### config.mk
export PLATFORM = sky130hd
export DESIGN_NAME = render_scheduler
export DESIGN_NICKNAME = d
export VERILOG_FILES = /design/src/rtl/render_pkg.sv /design/src/rtl/render_sched_watchdog.sv /design/src/rtl/render_scheduler.sv
export SDC_FILE = /design/constraint.sdc
export NUM_CORES = 1
export LEC_CHECK = 0
export CAP_MARGIN = 5
export CORE_MARGIN = 4
export CORE_UTILIZATION = 34
export CTS_BUF_LIST = sky130_fd_sc_hd__clkbuf_16
export DETAILED_ROUTE_END_ITERATION = 10
export PLACE_DENSITY_LB_ADDON = 0.05
export SYNTH_ARGS = -nofsm -noshare
export SYNTH_HDL_FRONTEND = slang
export SYNTH_SLANG_ARGS = --single-unit
export TNS_END_PERCENT = 100
### constraint.sdc
create_clock -name clk -period 1.5 [get_ports clk]
set_input_delay 0.3 -clock clk [delete_from_list [all_inputs] [get_ports clk]]
set_output_delay 0.3 -clock clk [all_outputs]
set_load 0.01 [all_outputs]
### src/rtl/render_pkg.sv
// Shared types for the shape renderer frame sequencer: shape kinds, scheduler
// states and the shape descriptor layout used by the shape table.
package render_pkg;

  localparam int CORDW_DEFAULT  = 10;
  localparam int DATAW_DEFAULT  = 12;
  localparam int NSHAPE_DEFAULT = 7;
  localparam int IDXW_DEFAULT   = 3;

  // Only squares exist today; the remaining encodings are reserved.
  typedef enum logic [DATAW_DEFAULT-1:0] {
    SHAPE_SQUARE = '0
  } shape_e;

  typedef enum logic [2:0] {
    S_IDLE,
    S_FETCH,
    S_LOAD,
    S_ISSUE,
    S_WAIT,
    S_NEXT,
    S_DONE
  } sched_state_e;

  typedef struct packed {
    logic [DATAW_DEFAULT-1:0] ty;
    logic [CORDW_DEFAULT-1:0] x0;
    logic [CORDW_DEFAULT-1:0] y0;
    logic [DATAW_DEFAULT-1:0] size;
  } shape_desc_t;

endpackage

### src/rtl/render_sched_watchdog.sv
// Per-shape cycle watchdog for render_scheduler; only instantiated when
// RENDER_SCHED_WATCHDOG_EN is defined.
module render_sched_watchdog #(
  parameter int TIMEOUT = 1048576
) (
  input  logic clk_i,
  input  logic rst_i,
  input  logic clear_i,
  input  logic enable_i,
  output logic expired_o
);

  localparam int            CW    = $clog2(TIMEOUT) + 1;
  localparam logic [CW-1:0] LIMIT = CW'(TIMEOUT - 1);

  logic [CW-1:0] count_q;
  logic [CW-1:0] count_d;

  // Counts enabled cycles and parks at LIMIT, so the TIMEOUT-th cycle expires.
  always_comb begin
    count_d = count_q;
    if (clear_i) begin
      count_d = '0;
    end else if (enable_i && (count_q != LIMIT)) begin
      count_d = count_q + CW'(1);
    end
  end

  always_ff @(posedge clk_i) begin
    if (rst_i) begin
      count_q <= '0;
    end else begin
      count_q <= count_d;
    end
  end

  assign expired_o = enable_i && (count_q == LIMIT);

endmodule

### src/rtl/render_scheduler.sv
// Frame-level sequencer walking the shape table and handing each drawable entry
// to the renderer. Optional per-shape watchdog: RENDER_SCHED_WATCHDOG_EN.
module render_scheduler
  import render_pkg::*;
#(
  parameter int CORDW   = CORDW_DEFAULT,
  parameter int DATAW   = DATAW_DEFAULT,
  parameter int NSHAPE  = NSHAPE_DEFAULT,
  parameter int IDXW    = IDXW_DEFAULT,
  parameter int TIMEOUT = 1048576
) (
  input  logic             clk,
  input  logic             rst,
  input  logic             frame_start,
  output logic [IDXW-1:0]  shp_addr,
  input  logic             shp_valid,
  input  logic [DATAW-1:0] shp_ty,
  input  logic [CORDW-1:0] shp_x0,
  input  logic [CORDW-1:0] shp_y0,
  input  logic [DATAW-1:0] shp_size,
  output logic             r_start,
  output logic [DATAW-1:0] r_ty,
  output logic [CORDW-1:0] r_x0,
  output logic [CORDW-1:0] r_y0,
  output logic [DATAW-1:0] r_size,
  input  logic             r_done,
  output logic             busy,
  output logic             frame_done,
  output logic [IDXW:0]    drawn_cnt,
  output logic             err
);

  localparam logic [IDXW-1:0] LAST_IDX = IDXW'(NSHAPE - 1);
  localparam logic [IDXW:0]   CNT_MAX  = (IDXW + 1)'(NSHAPE);

  if ((2 ** IDXW) < NSHAPE) begin : g_bad_idxw
    $error("render_scheduler: IDXW too narrow for NSHAPE");
  end
  if (TIMEOUT < 1) begin : g_bad_timeout
    $error("render_scheduler: TIMEOUT must be positive");
  end

  sched_state_e     state_q;
  logic [IDXW-1:0]  shp_addr_q;
  logic             r_start_q;
  logic [DATAW-1:0] r_ty_q;
  logic [CORDW-1:0] r_x0_q;
  logic [CORDW-1:0] r_y0_q;
  logic [DATAW-1:0] r_size_q;
  logic             busy_q;
  logic             frame_done_q;
  logic [IDXW:0]    drawn_cnt_q;

`ifdef RENDER_SCHED_WATCHDOG_EN
  logic err_q;
  logic wd_clear;
  logic wd_enable;
  logic wd_expired;

  // The count restarts as the shape is issued, i.e. on the way into WAIT.
  assign wd_clear  = (state_q == S_ISSUE);
  assign wd_enable = (state_q == S_WAIT);

  render_sched_watchdog #(
    .TIMEOUT (TIMEOUT)
  ) u_watchdog (
    .clk_i     (clk),
    .rst_i     (rst),
    .clear_i   (wd_clear),
    .enable_i  (wd_enable),
    .expired_o (wd_expired)
  );

  assign err = err_q;
`else
  assign err = 1'b0;
`endif

  always_ff @(posedge clk) begin
    if (rst) begin
      state_q      <= S_IDLE;
      shp_addr_q   <= '0;
      r_start_q    <= 1'b0;
      r_ty_q       <= '0;
      r_x0_q       <= '0;
      r_y0_q       <= '0;
      r_size_q     <= '0;
      busy_q       <= 1'b0;
      frame_done_q <= 1'b0;
      drawn_cnt_q  <= '0;
`ifdef RENDER_SCHED_WATCHDOG_EN
      err_q        <= 1'b0;
`endif
    end else begin
      r_start_q    <= 1'b0;
      frame_done_q <= 1'b0;
      unique case (state_q)
        S_IDLE: begin
          if (frame_start) begin
            shp_addr_q  <= '0;
            drawn_cnt_q <= '0;
            busy_q      <= 1'b1;
            state_q     <= S_FETCH;
          end
        end
        S_FETCH: state_q <= S_LOAD;
        // Table data for shp_addr_q is valid now; empty or disabled entries are skipped.
        S_LOAD: begin
          r_ty_q   <= shp_ty;
          r_x0_q   <= shp_x0;
          r_y0_q   <= shp_y0;
          r_size_q <= shp_size;
          if (shp_valid && (shp_size != '0)) begin
            state_q <= S_ISSUE;
          end else begin
            state_q <= S_NEXT;
          end
        end
        S_ISSUE: begin
          r_start_q <= 1'b1;
          if (drawn_cnt_q != CNT_MAX) begin
            drawn_cnt_q <= drawn_cnt_q + (IDXW + 1)'(1);
          end
          state_q <= S_WAIT;
        end
        S_WAIT: begin
          if (r_done) begin
            state_q <= S_NEXT;
          end
`ifdef RENDER_SCHED_WATCHDOG_EN
          else if (wd_expired) begin
            err_q   <= 1'b1;
            state_q <= S_NEXT;
          end
`endif
        end
        S_NEXT: begin
          if (shp_addr_q == LAST_IDX) begin
            frame_done_q <= 1'b1;
            state_q      <= S_DONE;
          end else begin
            shp_addr_q <= shp_addr_q + IDXW'(1);
            state_q    <= S_FETCH;
          end
        end
        S_DONE: begin
          busy_q  <= 1'b0;
          state_q <= S_IDLE;
        end
        default: state_q <= S_IDLE;
      endcase
    end
  end

  assign shp_addr   = shp_addr_q;
  assign r_start    = r_start_q;
  assign r_ty       = r_ty_q;
  assign r_x0       = r_x0_q;
  assign r_y0       = r_y0_q;
  assign r_size     = r_size_q;
  assign busy       = busy_q;
  assign frame_done = frame_done_q;
  assign drawn_cnt  = drawn_cnt_q;

endmodule
# Word-level counts from Yosys, hierarchy flattened
# Index checks and enable logic that the tools add are counted.
[classes] n_mul=0 n_mux=15 reduce_logical=11 bitwise_logic=1 order_cmp=0 addsub=2 shift=0 div=0 eq_ne=12
[op_table] cell="$mux 3" n=6
[op_table] cell="$pmux 3 s6" n=1
[op_table] cell="$eq 3x3->1 const B" n=4
[op_table] cell="$reduce_bool 12->1" n=1
[op_table] cell="$mux 4" n=2
[op_table] cell="$ne 2x2->1 const B" n=4
[op_table] cell="$pmux 4 s2" n=1
[op_table] cell="$eq 3x2->1 const B" n=2
[op_table] cell="$pmux 3 s2" n=1
[op_table] cell="$reduce_and 3->1" n=2
[op_table] cell="$reduce_bool 2->1" n=3
[op_table] cell="$add 4x1->4 const B" n=1
[op_table] cell="$ne 4x3->1 const B" n=1
[op_table] cell="$reduce_and 2->1" n=2
[op_table] cell="$add 3x1->3 const B" n=1
[op_table] cell="$eq 3x1->1 const B" n=1
[op_table] cell="$logic_not 3->1" n=1
[op_table] cell="$mux 1" n=3
[op_table] cell="$pmux 1 s2" n=1
[op_table] cell="$reduce_or 2->1" n=1
[op_table] cell="$logic_and 1x1->1" n=1
[op_table] cell="$not 1->1" n=1
[totals] mem_count=0 mem_bits_ro=0 word_cells=51 input_bits=49 latchBits=0 register_bits=57 ramBits=0

# Longest topological paths before layout
[logic_depth] depth_word=4 ltp_mapped=5 depth_no_buf=5

# Least setup slack after synthesis
# No wires, ideal clock.
[synth_path] path_type="reg-to-reg" start="register shp_addr_q[0], in the netlist shp_addr[0]" end="register shp_addr_q[2], in the netlist shp_addr[2]" setup_time_ps=70 arrival_time_ps=1434 setup_slack_ps=-4 path_stages_with_launch=6 t_required_ps=1430 cell_sequence="dfxtp_1 inv_1 ha_1 a21bo_2 or4_1 a21oi_1"
[synth_via] elab_chain_cells=3 elab_cells_between_ends=6 cone_classes="1 x add/sub; 2 x eq/ne; 2 x mux; 1 x reduce/logical"
[synth_rtl] item="start: declaration" line_no="render_scheduler.sv:44" text="logic [IDXW-1:0] shp_addr_q;"
[synth_rtl] item="start signal: assignment" line_no="render_scheduler.sv:142" text="shp_addr_q <= shp_addr_q + IDXW'(1);"
[synth_rtl] item="$add 3x1->3 or $eq 3x3->1 (tied branches)" line_no="render_scheduler.sv:142, render_scheduler.sv:138"
[synth_rtl] item="$mux 3 or $ne 2x2->1 (tied branches)"
[synth_rtl] item="$pmux 3 s2 or $reduce_and 3->1 (tied branches)"
# Parallel ways exist; a longest one is shown, timed or not. The select of a mux whose other input is x is not followed.
# A chain may end at the register's enable or synchronous reset.

# Worst setup path in the final report
[layout_path] start="register r_ty_q[7], in the netlist r_ty[7]" end="output r_ty[7]"
[layout_lines] item="start: declaration" line_no="render_scheduler.sv:46" text="logic [DATAW-1:0] r_ty_q;"
[layout_lines] item="start signal: assignment" line_no="render_scheduler.sv:109" text="r_ty_q <= shp_ty;"
[layout_lines] item="end: declaration" line_no="render_scheduler.sv:22" text="output logic [DATAW-1:0] r_ty,"
# No word-level cell between the ends.

==> flow_metrics.env <==
export IMPL_status="completed"
export IMPL_setup_viol=0
export IMPL_grt_busiest_layer="met2"
export IMPL_synth_area_top_cells="dfxtp_1 (50%), nand2_1 (15%), a21oi_1 (11%)"
export IMPL_antenna_found_initial=0
export IMPL_min_period_ns=1.47
export IMPL_crit_slowest_cell="clkdlybuf4s50_1"
export IMPL_cp_max_fo=2
export IMPL_drt_iter0_drc=53
export IMPL_min_from="rst"
export IMPL_synthCells=275
export IMPL_htreeDepth=3
export IMPL_dp_cells=453
export IMPL_synth_seq_area_share_pct=49.5
export IMPL_die_w_um=90.3
export IMPL_gr_usage_all_layers_pct=15.3
export IMPL_cts_buffers=9
export IMPL_use_met2_pct=23.7
export IMPL_crit_type="reg2out"
export IMPL_firstDrtPassIters=4
export IMPL_ys_flop_type="dfxtp_1"
export IMPL_leakagePower_nw=1.93
export IMPL_clock_sinks=57
export IMPL_dp_final_hpwl_um=4420
export IMPL_nets=440
export IMPL_syn_num_nets=327
export IMPL_place_gp_congestion=0.758
export IMPL_synth_most_common_cell="nand2_1"
export IMPL_core_area_um2=6460
export IMPL_place_ws_ns=-0.156
export IMPL_worstSetupStartpointType="flip-flop"
export IMPL_peakVddDrop_mv=0.629
export IMPL_synth_top_area_share_pct=49.5
export IMPL_synthArstFlopShare_pct=0
export IMPL_power_density_nw_per_um2=1200
export IMPL_insertedDiodeCount=0
export IMPL_detailroute_via_count=2220
export IMPL_r2r_end="drawn_cnt[3]"
export IMPL_rr_startpoint="drawn_cnt[0]"
export IMPL_setup_ws_ns=0.0280
export IMPL_clk_latency_ns=0.32
export IMPL_grt_pass1_wl_um=10200
export IMPL_area_growth_pct=66.8
export IMPL_critPathLaunch="r_ty[7]"
export IMPL_viasPerCell=4.72
export IMPL_io_pins=104
export IMPL_ys_ff_latch=57
export IMPL_port_buffers=102
export IMPL_post_synth_top_area_cell="dfxtp_1"
export IMPL_skew_ns=0.00266
export IMPL_clk_pin_slew_ns=0.05
export IMPL_chipHeight_um=90.3
export IMPL_ff_latch_area_um2=1140
export IMPL_die_area_um2=8160
export IMPL_clockBufferDepth=2
export IMPL_timing_critical_path_arrival_ns=1.17
export IMPL_grt_max_degree=43
export IMPL_final_cell_area_um2=3840
export IMPL_total_power_w=0.00462
export IMPL_drc_errors=0
export IMPL_fmax_mhz=679
export IMPL_synth_warnings=0
export IMPL_hold_class="in2reg"
export IMPL_cts_root_buf="clkbuf_16"
export IMPL_synth_edff_count=0
export IMPL_min_period_over_period_pct=98.1
export IMPL_slew_viol_final=0
export IMPL_cts_tree="yes"
export IMPL_grt_overflow_total=0
export IMPL_worst_path_buf_inv=1
export IMPL_instances_no_fill=470
export IMPL_max_stage_delay_ns=0.53
export IMPL_ys_types=41
export IMPL_synthesis_area_um2=2300
export IMPL_end_kind="output port"
export IMPL_r2r_setup_slack_ns=0.06
export IMPL_layout_drive_gt1_share_pct=12.0
export IMPL_wire_per_inst_um=13.2
export IMPL_r2r_cells=4
export IMPL_gr_usage_met1_pct=19.9
export IMPL_syn_area_per_cell_um2=8.38
export IMPL_worst_path_dominant_cell_family="buffers and inverters"
export IMPL_drt_wl_total_um=6200
export IMPL_synthTopCellsByCount="nand2_1 (93), dfxtp_1 (57), a21oi_1 (51), buf_6 (7), buf_2 (6)"
export IMPL_postLayoutCoreUtil_pct=59.5
export IMPL_core_rowCount=29
export IMPL_grt_pass1_vias=2090
export IMPL_crit_chain="clkdlybuf4s50_1"
export IMPL_cp_depth=1
export IMPL_ant_nets=0
export IMPL_cp_required_ns=1.20
export IMPL_dpl_cell_area_um2=3440
export IMPL_grt_setup_unrepaired="false"
export IMPL_multi_input_area_um2=1010
export IMPL_nFillCells=603
export IMPL_drv_cap=0
export IMPL_grt_use_met3_pct=4.67
export IMPL_start_util_pct=35.7
export IMPL_hold_viol=0
export IMPL_critPathCapture="r_ty[7]"
## final cells by class
type,instances,share of cell area [%]
Timing Repair Buffer,121,31.7
Sequential cell,57,29.7
Multi-Input combinational cell,193,26.2
Clock buffer,9,5.86
Clock inverter,7,3.48
Tap cell,77,2.51
Inverter,6,0.586
## worst reg2reg max path, cell delays in order (launching register included)
cell     delay [ns]
dfxtp_1        0.31
ha_1           0.20
and3b_2        0.22
or4_4          0.51
a21oi_2        0.13
## metal layers
layer	share of wire, %	vias to the layer above	wire length, um
met5	0	-	0
met4	1.1	0	70
met3	6.0	6	373
met2	46	63	2860
met1	47	1002	2900
li1	-	1149	-
## per-stage QoR
step | setup TNS [ns] | hold slack, ns
2_1_floorplan | 0 | 0.410
3_3_place_gp | -0.899 | 0.441
3_5_place_dp | -1.05 | 0.445
4_1_cts | 0 | 0.267
5_1_grt | 0 | 0.305
6_report | 0 | 0.277
## worst min path at each step
stage                  to  slack (ns)  cells past startpoint
4_1_cts              busy        0.27                      2
5_1_grt              busy        0.30                      2
2_1_floorplan  state_q[2]        0.41                      1
6_report             busy        0.28                      2
3_5_place_dp      r_x0[8]        0.45                      2
3_3_place_gp      r_y0[1]        0.44                      2
## state kept, by name, summed over array words and instances (netlist names)
register,flops
r_size,12
r_ty,12
r_x0,10
r_y0,10
drawn_cnt,4
shp_addr,3
state_q,3
busy,1
frame_done,1
r_start,1
## report_power, final
part           internal [W]  switching [W]  total, W
sequential          0.00159      0.0000367   0.00162
clock               0.00178       0.000662   0.00244
combinational      0.000309       0.000253  0.000561
## placed cells by master, fill, tap and decap left out, types with 2 or more instances in the layout
master            n
clkbuf_16         9
clkdlybuf4s50_1  56
or3_1             4
o21ai_0           2
nand2b_1          2
a21oi_1          51
nor2b_1           2
dfxtp_1          55
nor4_1            3
o211ai_1          3
clkinv_2          2
nand2_1          93
buf_4            17
bufinv_16         4
dlygate4sd2_1    21
ha_1              3
buf_12            2
nor2_1            3
nand3_1           3
dlymetal6s2s_1   24
dfxtp_2           2
inv_1             6
o31ai_1           2
## cell families (layout without fill, tap and decap cells)
| family | count (synthesis) | count (layout) | share of synthesized area, % |
|---|---|---|---|
| muxes | 1 | 1 | 0.434 |
| AOI/OAI and AO/OA | 67 | 67 | 16.4 |
| other | 1 | 1 | 0.163 |
| DFF | 57 | 57 | 49.5 |
| and+or+nand+nor | 121 | 121 | 25.0 |
| buffers and inverters | 25 | 143 | 6.84 |
| adders and majority gates | 3 | 3 | 1.63 |
## timing repair
item	in CTS	in global routing
setup endpoints to repair	21	26
hold buffers	0	0
buffers inserted	0	1
gates resized for setup	22	24
pin swaps	0	2
cloned	0	0
(Power assumes the default switching activity.)
